$ cat src/rtl/reorder_buffer_core.sv
// Reorder buffer: in-order allocation from dispatch, out-of-order completion from
// execute, in-order single-entry retirement with a one-cycle flush on mispredict/exception.
module reorder_buffer_core #(
    parameter int ROB_ENTRIES = 32,
    parameter int IDX_W       = $clog2(ROB_ENTRIES)
) (
    input  logic             clk,
    input  logic             rst_n,
    input  logic             alloc_req,
    input  logic [4:0]       alloc_rd,
    input  logic [31:0]      alloc_pc,
    output logic             alloc_ready,
    output logic [IDX_W-1:0] alloc_idx,
    input  logic             ex_valid,
    input  logic [IDX_W-1:0] rob_entry_idx,
    input  logic [31:0]      ex_val,
    input  logic             br_mispred,
    input  logic             exception,
    output logic             commit_valid,
    output logic [4:0]       commit_rd,
    output logic [31:0]      commit_val,
    output logic [31:0]      commit_pc,
    output logic             commit_mispred,
    output logic             commit_exception,
    output logic             flush
);

    typedef enum logic {
        RUN   = 1'b0,
        FLUSH = 1'b1
    } state_t;

    localparam logic [IDX_W:0] PTR_ONE = {{IDX_W{1'b0}}, 1'b1};

    state_t             state_reg;
    logic [IDX_W:0]     head_reg;
    logic [IDX_W:0]     tail_reg;
    logic [IDX_W:0]     count;
    logic [IDX_W-1:0]   head_idx;
    logic [IDX_W-1:0]   tail_idx;

    logic [ROB_ENTRIES-1:0] busy_reg;
    logic [ROB_ENTRIES-1:0] done_reg;
    logic [ROB_ENTRIES-1:0] mispred_reg;
    logic [ROB_ENTRIES-1:0] exc_reg;

    logic [4:0]  rd_mem  [ROB_ENTRIES];
    logic [31:0] pc_mem  [ROB_ENTRIES];
    logic [31:0] val_mem [ROB_ENTRIES];

    logic alloc_fire;
    logic complete_fire;
    logic commit_fire;
    logic flush_fire;

    assign head_idx = head_reg[IDX_W-1:0];
    assign tail_idx = tail_reg[IDX_W-1:0];
    assign count    = tail_reg - head_reg;

    // count never exceeds ROB_ENTRIES, so its MSB alone means "full"
    assign alloc_ready = (state_reg == RUN) && !count[IDX_W];
    assign alloc_idx   = tail_idx;

    assign commit_valid     = (state_reg == RUN) && busy_reg[head_idx] && done_reg[head_idx];
    assign commit_rd        = rd_mem[head_idx];
    assign commit_val       = val_mem[head_idx];
    assign commit_pc        = pc_mem[head_idx];
    assign commit_mispred   = commit_valid && mispred_reg[head_idx];
    assign commit_exception = commit_valid && exc_reg[head_idx];
    assign flush            = commit_mispred || commit_exception;

    assign flush_fire    = flush;
    assign commit_fire   = commit_valid && !flush;
    assign alloc_fire    = alloc_req && alloc_ready && !flush;
    assign complete_fire = ex_valid && (state_reg == RUN) && busy_reg[rob_entry_idx] && !flush;

    always_ff @(posedge clk) begin
        if (!rst_n) begin
            state_reg <= RUN;
            head_reg  <= '0;
            tail_reg  <= '0;
        end else begin
            case (state_reg)
                RUN: begin
                    if (flush_fire) begin
                        head_reg  <= '0;
                        tail_reg  <= '0;
                        state_reg <= FLUSH;
                    end else begin
                        if (commit_fire) head_reg <= head_reg + PTR_ONE;
                        if (alloc_fire)  tail_reg <= tail_reg + PTR_ONE;
                    end
                end
                FLUSH:   state_reg <= RUN;
                default: state_reg <= RUN;
            endcase
        end
    end

    genvar gi;
    generate
        for (gi = 0; gi < ROB_ENTRIES; gi++) begin : g_entry
            localparam logic [IDX_W-1:0] SLOT = IDX_W'(gi);

            always_ff @(posedge clk) begin
                if (!rst_n) begin
                    busy_reg[gi]    <= 1'b0;
                    done_reg[gi]    <= 1'b0;
                    mispred_reg[gi] <= 1'b0;
                    exc_reg[gi]     <= 1'b0;
                end else if (flush_fire) begin
                    busy_reg[gi] <= 1'b0;
                end else begin
                    if (alloc_fire && (tail_idx == SLOT)) begin
                        busy_reg[gi]    <= 1'b1;
                        done_reg[gi]    <= 1'b0;
                        mispred_reg[gi] <= 1'b0;
                        exc_reg[gi]     <= 1'b0;
                    end
                    if (complete_fire && (rob_entry_idx == SLOT)) begin
                        done_reg[gi]    <= 1'b1;
                        mispred_reg[gi] <= br_mispred;
                        exc_reg[gi]     <= exception;
                    end
                    if (commit_fire && (head_idx == SLOT)) begin
                        busy_reg[gi] <= 1'b0;
                    end
                end
            end
        end
    endgenerate

    // Payload needs no reset: it is only observed alongside a busy, done head entry
    always_ff @(posedge clk) begin
        if (alloc_fire) begin
            rd_mem[tail_idx] <= alloc_rd;
            pc_mem[tail_idx] <= alloc_pc;
        end
        if (complete_fire) begin
            val_mem[rob_entry_idx] <= ex_val;
        end
    end

endmodule

$ cat config.mk
export PLATFORM = sky130hd
export DESIGN_NAME = reorder_buffer_core
export DESIGN_NICKNAME = d
export VERILOG_FILES = /design/src/rtl/reorder_buffer_core.sv
export SDC_FILE = /design/constraint.sdc
export NUM_CORES = 2
export LEC_CHECK = 0
export BUFFER_PORTS_ARGS = -buffer_cell sky130_fd_sc_hd__buf_2
export CORE_ASPECT_RATIO = 0.75
export CORE_MARGIN = 2
export CORE_UTILIZATION = 28
export DETAILED_ROUTE_END_ITERATION = 8
export PLACE_DENSITY_LB_ADDON = 0.1
export SLEW_MARGIN = 25
export SYNTH_ARGS = -nofsm -noshare
export SYNTH_HDL_FRONTEND = slang
export SYNTH_SLANG_ARGS = --single-unit
$ cat constraint.sdc
create_clock -name clk -period 9.25 [get_ports clk]
set_input_delay 1.85 -clock clk [delete_from_list [all_inputs] [get_ports clk]]
set_output_delay 1.85 -clock clk [all_outputs]
set_load 0.01 [all_outputs]
==> reports/qor.yml <==
fin_crit_ns: 6.27
slew_headroom: 0.259
synth_top_area_cell: "edfxtp_1"
synth.most_common_cell: "edfxtp_1"
portBuffers: 158
grt_max_degree: 124
critPathKind: "flop to primary output"
fin_skew_ns: 0.0492
hold_path.class: "flop to flop"
die_h_microns: 498
p_leak_nw: 31.7
num_vias: 44044
finalMaxSlewViolations: 0
synthesis.nets: 4111
yosys.area.top_type_share: 0.726
fillers: 30606
fin_hold_ws_ns: 0.457
synthMuxAreaShare: 0.190
vias_per_cell: 4.98
clock_latency_ns: 0.85
clk_pin_slew_ns: 0.06
ys_seq_elements: 2354
top_regs: "pc_mem: 1024 flops, val_mem: 1024 flops, rd_mem: 160 flops"
drive_gt1_frac: 0.344
synth.area.top_cells: "edfxtp_1 (73%), mux4_2 (18%), dfxtp_1 (3.2%)"
rows: 181
placed_area_sq_um: 98000
synth_flop_cell: "edfxtp_1"
synth-xor-area-share: 0.000288
seq_area_sq_um: 69200
end_kind: "primary output"
outcome: "complete, no violations"
first_pass_iters: 5
area_growth_syn_to_layout_pct: 16.6
fp.dieArea_sq_um: 331000
cts_tree: "built"
multi_input_area_sq_um: 21200
ioPinCount: 159
drv_cap: 0
clock_path_buffers: 4
holdBufCountCts: 0
route.detailed.drc: 0
cts_resized: 0
postCtsSetupBuffers: 0
track_usage: 0.168
netlist_area_sq_um: 91300
ys_seq_area_frac: 0.758
grt_setup_unrepaired: "false"
hpwl_microns: 147000
post_drt_wl_per_cell_microns: 31.8
place_inst: 8377
crit_arrival_ns: 4.42
grt_pass1_vias: 45846
die_x_microns: 663
synth_edf_count: 2208
cts-root-buf: "clkbuf_16"
finalNetCount: 4447
synth.avg_cell_area_sq_um: 22.7
setup_viol: 0
antenna_found_initial: 29
cts_buffers: 269
yosys.area_share.simple: 0.0200
fmax_mhz: 159
worstMarginPinSlew_ns: 1.11
final_hold_viol_count: 0
async_flop_share: 0
powerDensity_nw_per_um2: 213
cp_max_fo: 47
synth_top_family_by_area: "multiplexers"
cts-htree-levels: 5
fin_cells: 8849
synthCells: 4015
postLayoutCoreUtil: 0.328
overflow: 0
synth-compound-area-share: 0.0166
initial_core_util: 0.281
yosys_warnings: 0
cp-start-kind: "flop"
core-area_sq_um: 324000
critPathRequiredTime_ns: 7.40
min_period_over_period: 0.678
cts_sinks: 2354
ir_drop_uv: 118
synth_cell_types: 60
gp_congestion: 0.791
synthAdderAreaFrac: 0.00219
drtAntennaViolNets: 0
setup_tns_ns: 0
wl_microns: 282000
design_area_sq_um: 106000
grt_pass1_wl_microns: 390000
ys_top_cells_by_count: "edfxtp_1 (2208), mux4_2 (729), clkbuf_1 (165)"
drt_iter0_drc: 4150
## power breakdown
group	total, W	internal, W	switching (W)
sequential	0.0118	0.0117	0.0000297
combinational	0.000687	0.000190	0.000497
clock	0.0103	0.00601	0.00427
## metrics by stage
step,setup slack [ns],total power (W)
floorplan,3.65,0.0123
detailed placement,3.71,0.0127
finish,2.98,0.0227
CTS,2.77,0.0231
global route,2.69,0.0235
global placement,3.45,0.0127
## area by class of cell
type / count / area share
multi-input cells: 1387 / 0.199
repair buffers: 294 / 0.0194
clock buffers: 332 / 0.0676
well taps: 4300 / 0.0506
flip-flops and latches: 2354 / 0.651
clock inverters: 131 / 0.0104
inverters: 45 / 0.00194
diodes: 6 / 0.000141
## worst max-delay path, stage by stage, from the launching register on
cell	delay, ns
dfxtp_4	0.74
buf_4	0.59
buf_4	0.72
mux4_2	0.43
mux4_2	0.53
mux2_2	0.32
buf_2	0.15
## worst paths after layout
path                                               endpoint                         from  slack, ns  depth (start not counted)
worst max-delay path                           commit_pc[3]                         flop       2.98                          6
worst min-delay path            mispred_reg[8]$_SDFFE_PN0P_  mispred_reg[8]$_SDFFE_PN0P_       0.46                          2
worst max register to register     pc_mem[30][23]$_DFFE_PP_     head_reg[2]$_SDFFE_PN0N_       3.85                          8
worst min register to register  mispred_reg[8]$_SDFFE_PN0P_  mispred_reg[8]$_SDFFE_PN0P_       0.46                          2
## kinds of logic after synthesis
group / Yosys count
and+or+nand+nor: 355
buffers and inverters: 274
muxes: 816
adders and majority gates: 16
DFF: 2354
xor gates and xnor gates: 3
AOI/OAI and AO/OA: 197
## layout by cell type (no fill, tap or decap), types with 46 or more instances in the layout
cell / count
buf_2: 158
clkinv_1: 60
clkinv_2: 58
buf_4: 119
edfxtp_1: 2208
clkbuf_1: 50
mux4_2: 729
nand2_1: 125
clkbuf_16: 278
nand3_1: 80
mux2_2: 73
nor2_1: 46
dfxtp_1: 140
o31ai_1: 75
## routing by layer
| layer | vias to the layer above | part of all wire | track usage |
|---|---|---|---|
| li1 | 17862 | - | - |
| met1 | 24691 | 0.49 | 0.256 |
| met2 | 1117 | 0.45 | 0.253 |
| met3 | 362 | 0.045 | 0.0255 |
| met4 | 12 | 0.021 | 0.0364 |
| met5 | - | 0.00031 | 0 |
(Power assumes the default switching activity.)
